**src/rtl/sysbus_arb_pkg.sv**
```systemverilog
// Shared state/owner types and constants for the Sysbus I/D arbiter.
// Optional fixed D priority is selected with SYSBUS_ARB_DPRIO_EN.
package sysbus_arb_pkg;

    localparam int TAG_READ_BIT = 12;

    typedef enum logic [1:0] {
        IDLE,
        REQ,
        RESP
    } arb_state_t;

    typedef enum logic [1:0] {
        NONE,
        OWN_I,
        OWN_D
    } owner_t;

endpackage

```
**src/rtl/arb_rr2.sv**
```systemverilog
// Two-input grant logic for the Sysbus arbiter; owns the last_grant state.
// SYSBUS_ARB_DPRIO_EN selects fixed D priority instead of round-robin.
import sysbus_arb_pkg::*;

module arb_rr2 (
    input  logic clk,
    input  logic reset,
    input  logic en,
    input  logic req_i,
    input  logic req_d,
    output logic gnt_i,
    output logic gnt_d
);

`ifdef SYSBUS_ARB_DPRIO_EN
    logic unused_ok;
    assign unused_ok = clk ^ reset;

    always_comb begin
        gnt_d = en & req_d;
        gnt_i = en & req_i & ~req_d;
    end
`else
    owner_t last_grant;

    // On a tie the side that did not win last time takes the bus
    always_comb begin
        gnt_i = en & req_i & (~req_d | (last_grant == OWN_D));
        gnt_d = en & req_d & (~req_i | (last_grant == OWN_I));
    end

    always_ff @(posedge clk) begin
        if (reset) begin
            last_grant <= OWN_D;
        end else if (gnt_i) begin
            last_grant <= OWN_I;
        end else if (gnt_d) begin
            last_grant <= OWN_D;
        end
    end
`endif

endmodule

```
**src/rtl/sysbus_arbiter.sv**
```systemverilog
// Shares one Sysbus memory port between the I-cache and D-cache requesters.
// Define SYSBUS_ARB_DPRIO_EN for fixed D priority (default round-robin).
import sysbus_arb_pkg::*;

module sysbus_arbiter #(
    parameter int BUS_DATA_WIDTH = 64,
    parameter int BUS_TAG_WIDTH  = TAG_READ_BIT + 1,
    parameter int RESP_BEATS     = 8,
    parameter int WR_BEATS       = 8
) (
    input  logic                      clk,
    input  logic                      reset,
    input  logic                      i_reqcyc,
    input  logic [BUS_DATA_WIDTH-1:0] i_req,
    input  logic [BUS_TAG_WIDTH-1:0]  i_reqtag,
    output logic                      i_reqack,
    output logic                      i_respcyc,
    output logic [BUS_DATA_WIDTH-1:0] i_resp,
    output logic [BUS_TAG_WIDTH-1:0]  i_resptag,
    input  logic                      i_respack,
    input  logic                      d_reqcyc,
    input  logic [BUS_DATA_WIDTH-1:0] d_req,
    input  logic [BUS_TAG_WIDTH-1:0]  d_reqtag,
    output logic                      d_reqack,
    output logic                      d_respcyc,
    output logic [BUS_DATA_WIDTH-1:0] d_resp,
    output logic [BUS_TAG_WIDTH-1:0]  d_resptag,
    input  logic                      d_respack,
    output logic                      bus_reqcyc,
    output logic [BUS_DATA_WIDTH-1:0] bus_req,
    output logic [BUS_TAG_WIDTH-1:0]  bus_reqtag,
    input  logic                      bus_reqack,
    input  logic                      bus_respcyc,
    input  logic [BUS_DATA_WIDTH-1:0] bus_resp,
    input  logic [BUS_TAG_WIDTH-1:0]  bus_resptag,
    output logic                      bus_respack
);

    localparam int RQ_W = $clog2(WR_BEATS + 2);
    localparam int RS_W = $clog2(RESP_BEATS + 1);

    arb_state_t      state;
    owner_t          owner;
    logic            is_write;
    logic [RQ_W-1:0] req_cnt;
    logic [RS_W-1:0] resp_cnt;

    logic gnt_i;
    logic gnt_d;
    logic own_i;
    logic req_fire;
    logic resp_fire;

    arb_rr2 u_arb (
        .clk   (clk),
        .reset (reset),
        .en    (state == IDLE),
        .req_i (i_reqcyc),
        .req_d (d_reqcyc),
        .gnt_i (gnt_i),
        .gnt_d (gnt_d)
    );

    assign own_i     = (owner == OWN_I);
    assign req_fire  = bus_reqcyc & bus_reqack;
    assign resp_fire = bus_respcyc & bus_respack;

    // Request/response routing; everything is quiet outside the owning phase
    always_comb begin
        bus_reqcyc  = 1'b0;
        bus_req     = '0;
        bus_reqtag  = '0;
        i_reqack    = 1'b0;
        d_reqack    = 1'b0;
        i_respcyc   = 1'b0;
        i_resp      = '0;
        i_resptag   = '0;
        d_respcyc   = 1'b0;
        d_resp      = '0;
        d_resptag   = '0;
        bus_respack = 1'b0;
        unique case (state)
            REQ: begin
                bus_reqcyc = own_i ? i_reqcyc : d_reqcyc;
                bus_req    = own_i ? i_req    : d_req;
                bus_reqtag = own_i ? i_reqtag : d_reqtag;
                i_reqack   = own_i & bus_reqack;
                d_reqack   = ~own_i & bus_reqack;
            end
            RESP: begin
                if (own_i) begin
                    i_respcyc   = bus_respcyc;
                    i_resp      = bus_resp;
                    i_resptag   = bus_resptag;
                    bus_respack = i_respack;
                end else begin
                    d_respcyc   = bus_respcyc;
                    d_resp      = bus_resp;
                    d_resptag   = bus_resptag;
                    bus_respack = d_respack;
                end
            end
            default: ;
        endcase
    end

    always_ff @(posedge clk) begin
        if (reset) begin
            state    <= IDLE;
            owner    <= NONE;
            is_write <= 1'b0;
            req_cnt  <= '0;
            resp_cnt <= '0;
        end else begin
            unique case (state)
                IDLE: begin
                    if (gnt_i | gnt_d) begin
                        owner    <= gnt_i ? OWN_I : OWN_D;
                        is_write <= gnt_i ? ~i_reqtag[BUS_TAG_WIDTH-1]
                                          : ~d_reqtag[BUS_TAG_WIDTH-1];
                        req_cnt  <= '0;
                        resp_cnt <= '0;
                        state    <= REQ;
                    end
                end
                REQ: begin
                    // Owner withdrawing mid-request abandons the transaction
                    if (!bus_reqcyc) begin
                        state <= IDLE;
                        owner <= NONE;
                    end else if (req_fire) begin
                        req_cnt <= req_cnt + 1'b1;
                        if (!is_write) begin
                            state <= RESP;
                        end else if (req_cnt == RQ_W'(WR_BEATS)) begin
                            state <= IDLE;
                            owner <= NONE;
                        end
                    end
                end
                RESP: begin
                    if (resp_fire) begin
                        resp_cnt <= resp_cnt + 1'b1;
                        if (resp_cnt == RS_W'(RESP_BEATS - 1)) begin
                            state <= IDLE;
                            owner <= NONE;
                        end
                    end
                end
                default: state <= IDLE;
            endcase
        end
    end

endmodule
```
**config.mk**
```make
export PLATFORM = sky130hd
export DESIGN_NAME = sysbus_arbiter
export DESIGN_NICKNAME = d
export VERILOG_FILES = /design/src/rtl/sysbus_arb_pkg.sv /design/src/rtl/arb_rr2.sv /design/src/rtl/sysbus_arbiter.sv
export SDC_FILE = /design/constraint.sdc
export NUM_CORES = 1
export LEC_CHECK = 0
export BUFFER_PORTS_ARGS = -buffer_cell sky130_fd_sc_hd__buf_2
export CAP_MARGIN = 20
export CORE_AREA = 2 2 186 188
export CTS_CLUSTER_DIAMETER = 60
export CTS_CLUSTER_SIZE = 25
export DETAILED_ROUTE_END_ITERATION = 8
export DIE_AREA = 0 0 188 190
export HOLD_SLACK_MARGIN = 0.06
export PLACE_DENSITY_LB_ADDON = 0.12
export RECOVER_POWER = 100
export SLEW_MARGIN = 30
export SYNTH_ARGS = -nofsm -noshare
export SYNTH_HDL_FRONTEND = slang
export SYNTH_SLANG_ARGS = --single-unit
```
**constraint.sdc**
```tcl
create_clock -name clk -period 5.54 [get_ports clk]
set_input_delay 1.385 -clock clk [delete_from_list [all_inputs] [get_ports clk]]
set_output_delay 1.385 -clock clk [all_outputs]
set_load 0.01 [all_outputs]
```
* Yosys cells after proc, flatten, opt, wreduce, memory -nomap -nowiden *
Cells that the tools add are included.

operators by class
  add/subtract/negate cells = 2
  eq/ne operators = 16
  multiplexer cells = 45
  bitwise logic cells = 16
  reductions and logical operators = 10

operator list
  kind                                                                    count
  64-bit 2-to-1 mux                                                       6
  13-bit 2-to-1 mux                                                       6
  2-bit 2-to-1 mux                                                        14
  4-bit 2-to-1 mux                                                        4
  4-bit one-hot mux with 2 select lines                                   2
  2-bit one-hot mux with 3 select lines                                   2
  1-bit 2-to-1 mux                                                        11
  2-bit inequality test (second input constant)                           5
  3-bit inequality test (second input constant)                           3
  4-bit by 1-bit adder with 4-bit output (second input constant)          2
  1-bit AND                                                               8
  7-bit AND reduction                                                     1
  2-bit by 1-bit equality test with 1-bit output (second input constant)  3
  2-bit nonzero test                                                      3
  1-bit NOT                                                               5
  5-bit AND reduction                                                     1
  2-bit equality test (second input constant)                             2
  4-bit by 3-bit equality test with 1-bit output (second input constant)  1
  4-bit equality test (second input constant)                             1
  4-bit inequality test (second input constant)                           1
  4-bit AND reduction                                                     1
  1-bit OR                                                                3
  3-bit AND reduction                                                     1
  3-bit nonzero test                                                      1
  2 further kinds                                                         2

word-level totals
  register bits = 15
  input bits = 239
  output and inout port bits = 237
  logic and storage cells = 95

* Logic depth before layout (Yosys ltp) *
Gate-level depths: netlist of the first run.

  depth in word-level cells = 7
  depth in mapped cells = 8
  mapped depth without buffers = 7

* By module *
From an unflattened synthesis of the first run, not the netlist that was laid out.

second synthesis, totals
  cells, all modules = 644
  area, all modules = 3268.1 um^2

by module, submodules not included
  module          times used  cells each  area each (um^2)  seq. area each (um^2)
  sysbus_arbiter  1           630         3161.8            260.2
  arb_rr2         1           14          106.4             40.0

* Worst setup path after synthesis of the first run *
OpenSTA, ideal clock, no wires.

  kind = input -> output
  from = input bus_respcyc
  to = output d_respcyc
  arrival = 1690 ps
  required time = 4155 ps
  slack = 2465 ps
  cell stages on the path = 2
  buffers on the path = 0
  path through = nand2_1 -> nor2_1

between the ends
  longest elaborated chain between the ends = 2

ends and longest elaborated chain
  item                line                  source
  start: declaration  sysbus_arbiter.sv:33  input logic bus_respcyc,
  1-bit 2-to-1 mux    sysbus_arbiter.sv:91  if (own_i) begin
  1-bit 2-to-1 mux    sysbus_arbiter.sv:82  unique case (state)
  end: declaration    sysbus_arbiter.sv:25  output logic d_respcyc,

No other way between the ends.

* Worst setup path after layout of the first run *
  from = register state[1]
  to = output bus_reqtag[5]

between the ends
  longest elaborated chain between the ends = 2

ends and longest elaborated chain
  item                                            line                   source
  start: declaration                              sysbus_arbiter.sv:42   arb_state_t state;
  start signal: assignment                        sysbus_arbiter.sv:109  state <= IDLE;
  start signal: assignment                        sysbus_arbiter.sv:123  state <= REQ;
  start signal: assignment                        sysbus_arbiter.sv:129  state <= IDLE;
  2-bit by 1-bit equality test with 1-bit output  sysbus_arbiter.sv:82
  13-bit 2-to-1 mux                               sysbus_arbiter.sv:82
  end: declaration                                sysbus_arbiter.sv:31   output logic [BUS_TAG_WIDTH-1:0] bus_reqtag,

No other way between the ends.

==> out/results.ini, run 1 <==
[status]
status=complete, but fails checks
violations=max-capacitance violations, max-slew violations

[final_layout]
drive_above_1_share_pct=24.65
stdcell_count=1519
area_delta_synth_final_pct=85.51
fin_nets=1311

[yosys]
avgSynthCellArea_sq_um=4.810
synthCells=630
yosysWarnings=0
synth_area_leader_cell=nand2_1
ys_seq_elements=15
yosysUniqueCellTypes=35
syn-cell-area_sq_um=3030
synth_nets=877
synth_area_leaders=nand2_1 30%, nor2_1 21%, a21oi_1 14%
yosysSeqAreaShare_pct=9.909
yosysTopAreaCellShare_pct=30.35

[sta]
report.final.slew_viol_count=124
fin_skew_ns=0.002519
maxSlewHeadroom_pct=-19.73
rsz0062_at_grt=no
hold_viol_final=0
finalCritPeriodShare_pct=78.44
final.setup.tns_ns=0
setup_viol=0
fmax_mhz=230.1
final.min_clock_period_ns=4.346
tightest_slew_ns=1.796
holdWs_ns=0.4846

[flow_run]
maxCapViolations=2

[floorplan]
dieArea_sq_um=35720
die_h_microns=190
num_rows=68
start_util_pct=8.927
io_pins=476
core_region_area_sq_um=33950
die_width_microns=188

[route]
wl_mm=22.03
first_iter_violations=197
vias=5600
viasPerCell=3.687
first_pass_iters=4
route.detailed.drc=0
wl_met2_mm=10.89
ant_nets=0
routed-wl-met3_mm=2.048
top_layer=met4
drt-met1-wl_mm=8.901
wire_per_inst_microns=14.50

[placed_design]
routabilityCongestion=0.7430
dpl.hpwl_mm=18.07
port_buffers=475
placed_cells=1514

[pwr]
power_leakage_nw=2.517
powerDensity_nw_per_um2=257.0
ir_worst_vdd_uv=201.6

[critical_path]
worst_ep_required_time_ns=4.16
critical-path-top-delay-family=buffers and inverters
cp-end-kind=output pin
timing.rr.start=state[0]
critPathLaunchType=flip-flop
crit_path_max_fanout=73
reg2reg_depth=6
arrival_ns=2.96
path_class=reg -> out
cp_cell_sequence=inv_1, ha_1, inv_2, clkbuf_2, a21oi_1, clkbuf_1
cpPeakStageDelay_ns=1.15
rrSetupSlack_ns=2.37
crit_buf_inv=4
rr_endpoint=resp_cnt[3]
cp_slowest_cell=clkbuf_2

[clock_network]
clkSinkCount=15
clock_path_buffers=2
postCtsSetupBuffers=0
cts_buffers=3
clk_pin_slew_ns=0.05
cts_tree=yes
cts_resized=0
hold_buffers=0
htreeDepth=1
root_buffer=clkbuf_16
clock_latency_ns=0.25

[global_route]
grt_max_degree=88
grt_pass1_wl_mm=30.86
antenna_found_initial=0
gr-total-overflow=0
track_usage_pct=11.03
grt_pass1_vias=5094

[min_path]
hp-class=reg -> reg
worstHoldPathCells=1
holdCritStartpoint=resp_cnt[3]
holdPathEnd=resp_cnt[3]

==> registers in the layout, summed over array words and instances, names as in the netlist <==
name / cells
is_write: 1
owner: 2
req_cnt: 4
resp_cnt: 4
state: 2
u_arb.last_grant: 2
==> cell families (layout without fill, tap and decap cells) <==
family / Yosys count / in the layout / share of synthesized area, %
and+or+nand+nor: 432 / 432 / 55.78
AOI/OAI and AO/OA: 106 / 106 / 19.94
buffers and inverters: 63 / 496 / 8.092
DFF: 15 / 15 / 9.909
adders and majority gates: 8 / 8 / 3.303
muxes: 6 / 6 / 2.973
other: 0 / 1 / 0
==> layer usage <==
metal / global-route usage (%) / up-vias
li1: - / 2858
met1: 13.45 / 2436
met2: 19.97 / 296
met3: 2.915 / 10
met4: 1.151 / 0
met5: 0 / -
==> power breakdown <==
part | internal, mW | switching [mW] | leakage [nW]
logic | 0.360 | 0.797 | 2.35
clock network | 0.0967 | 0.0498 | 0.0409
registers | 0.125 | 0.0163 | 0.122
==> synthesized netlist by cell type <==
cell / instances
mux2i_1: 3
dfxtp_1: 15
nor3b_1: 1
clkbuf_1: 40
mux2_4: 1
clkinv_1: 1
a21boi_0: 1
buf_2: 1
a2bb2oi_1: 2
nor2_1: 166
nand3_1: 4
a211oi_2: 1
nand4b_1: 1
nand2_1: 245
nor3_4: 1
ha_1: 8
a41o_1: 1
a311oi_1: 4
a211o_1: 1
a41oi_1: 2
nor3_1: 1
a21oi_1: 86
buf_1: 12
nor2b_1: 2
nor3_2: 1
o21a_1: 1
mux2i_4: 2
or3_1: 1
o21ai_0: 6
buf_6: 1
nor2_4: 1
inv_1: 8
a2111oi_4: 1
nand2b_1: 7
and2_1: 1
==> worst reg2reg max path, stage by stage (launching register included) <==
cell and delay (ns):
dfxtp_1 0.33, inv_1 0.11, ha_1 1.37, nand2_1 0.32, nor3_1 0.51, a41oi_1 0.17
a311oi_1 0.26
==> layout by cell type (no fill, tap or decap), types with 2 or more instances in the layout <==
cell       count
a21oi_1       86
a2bb2oi_1      2
a311oi_1       4
a41oi_1        2
buf_12         3
buf_2        244
buf_4          4
clkbuf_1     231
clkbuf_16      3
dfxtp_1       15
ha_1           8
inv_1          8
mux2i_1        3
mux2i_4        2
nand2_1      245
nand2b_1       6
nand3_1        4
nor2_1       167
nor3_1         3
o21ai_0        6
==> metrics by stage <==
stage	instance area [sq um]	total power [mW]	utilization, %	setup slack [ns]
final	5622	1.445	16.56	1.194
after CTS	5973	1.553	17.60	1.856
after global placement	5893	1.421	17.36	2.099
after detailed placement	5893	1.402	17.36	2.129
after floorplan	3030	0.8493	-	2.465
after global routing	5619	1.596	16.55	0.8905
==> worst max path at each step <==
stage | from | end | slack, ns | depth (start not counted)
floorplan | bus_respcyc | d_respcyc | 2.46 | 2
global placement | state[0] | d_resp[3] | 2.10 | 6
detailed placement | owner[1] | bus_reqtag[5] | 2.13 | 5
CTS | state[0] | d_resp[3] | 1.86 | 6
global route | state[0] | i_resp[62] | 0.89 | 5
finish | state[1] | bus_reqtag[5] | 1.19 | 6
==> cell type report <==
type	instances	area, sq um
well taps	455	569.3
multi-input cells	552	2452
repair buffers	483	2183
fillers	4190	28330
clock buffers	3	75.07
clock inverters	1	5.005
inverters	9	33.78
diodes	1	2.502
flip-flops and latches	15	300.3
Power figures use the tool's default switching activity.
==> run 2, diff against run 1 <==
CORE_AREA = 2 2 184 186   (was 2 2 186 188)
DIE_AREA = 0 0 186 188   (was 0 0 188 190)
clock period = 3.6 ns   (was 5.54 ns; I/O delays follow)
==> run 2 against run 1 <==
The run now ends clean; worst setup slack got worse by 0.85 ns; die area decreased by 2.1%; core utilization increased by 0.56 points; register-to-register slack got worse by 1.9 ns; global-route usage decreased by 0.22 points; sequential share of layout area about the same.
==> out/results.ini, run 2 (same netlist as run 1, synthesis figures left out) <==
[global_route]
grt_pass1_wl_mm=29.48
grt_max_degree=96
gr-total-overflow=0
track_usage_pct=10.81
grt_pass1_vias=5190
antenna_found_initial=1

[final_layout]
final_util_pct=17.12
n_fill_cell=4018
drive_above_1_share_pct=24.79
regArea_sq_um=300.3
final_common_cell=buf_2
n_antenna_cell=0
fin_nets=1317
area_delta_synth_final_pct=87.04
postLayoutCellArea_sq_um=5668
top_regs=req_cnt x4, resp_cnt x4
layout_common_cells=246 x buf_2, 245 x nand2_1, 234 x clkbuf_1
multiInputGateArea_sq_um=2454

[critical_path]
cpPeakStageDelay_ns=0.56
cp_slowest_cell=ha_2
worst_ep_required_time_ns=2.70
cp-end-kind=output pin
path_class=reg -> out
critPathLaunchType=flip-flop
arrival_ns=2.35
cp_cell_sequence=inv_1, ha_2, clkbuf_2, nand2_1, nor2_1, clkbuf_1
crit_path_max_fanout=29

[pwr]
power_frac_comb_pct=80.4
p_switching_mw=1.320
p_int_mw=0.9326
swShare_pct=58.60
ir_worst_vdd_uv=201.0
seqPwrFrac_pct=9.6
pwr-share-clk_pct=10.0
powerDensity_nw_per_um2=397.4
power_leakage_nw=2.548

[floorplan]
core_region_area_sq_um=33110
start_util_pct=9.152
io_pins=476
num_rows=67
die_h_microns=188
dieArea_sq_um=34970
die_width_microns=186

[status]
status=finished clean

[clock_network]
cts_buffers=3
hold_buffers=0
root_buffer=clkbuf_16
clock_path_buffers=2
clk_pin_slew_ns=0.05
cts_resized=0
htreeDepth=1
clock_latency_ns=0.25
clkSinkCount=15
postCtsSetupBuffers=0
cts_tree=yes

[flow_run]
maxCapViolations=0

[route]
first_pass_iters=4
wire_per_inst_microns=14.00
route.detailed.drc=0
first_iter_violations=222
viasPerCell=3.728
wl_mm=21.24
vias=5656
ant_nets=0

[placed_design]
routabilityCongestion=0.7327
dpl.hpwl_mm=17.57
dpl-instance-area_sq_um=5942
port_buffers=475
place_ws_ns=0.6271

[sta]
rsz0062_at_grt=no
final.min_clock_period_ns=3.254
fin_skew_ns=0.003502
final.setup.tns_ns=0
holdWs_ns=0.4898
setup_viol=0
fin_ws_ns=0.3456
finalCritPeriodShare_pct=90.40
maxSlewHeadroom_pct=34.57
fmax_mhz=307.3
tightest_slew_ns=0.9790
report.final.slew_viol_count=0
hold_viol_final=0

[min_path]
hp-class=reg -> reg

## run 2: through the flow
step	power (mW)	instances
floorplan	1.307	630
global placement	2.223	1513
detailed placement	2.185	1513
CTS	2.425	1517
global route	2.489	1517
finish	2.253	1517
## run 2: worst paths after layout
kind                    start          end  slack (ns)  cells past startpoint
setup / recovery     state[0]    i_resp[7]        0.35                      6
hold / removal    resp_cnt[3]  resp_cnt[3]        0.49                      1
setup reg to reg     state[1]     owner[1]        0.43                      7
hold reg to reg   resp_cnt[3]  resp_cnt[3]        0.49                      1
## run 2: area by class of cell
cell class                 instances  share of cell area [%]
multi-input combinational        552                   43.29
tap                              448                   9.890
timing repair buffer             489                   39.54
clock buffer                       4                   1.391
sequential                        15                   5.298
inverter                           9                  0.5960
## run 2: layer usage
metal | part of all wire, % | track usage, %
met2 | 52 | 21.55
met1 | 40 | 12.35
met3 | 7.5 | 1.457
met5 | 0 | 0
met4 | 0.61 | 0.9691
## run 2: power groups by stage
stage                     logic [mW]  registers (mW)  clock network, mW
after floorplan                 1.10           0.211                  0
after global placement          2.00           0.221                  0
after detailed placement        1.96           0.221                  0
after CTS                       1.97           0.218              0.233
after global routing            2.03           0.219              0.238
final                           1.81           0.215              0.226
## run 2: critical path: cells and delay by family (launching register included)
family	cells	cell delay [ns]
fa+ha+maj	1	0.56
flops	1	0.33
simple gates	2	0.32
buf+inv	3	0.86
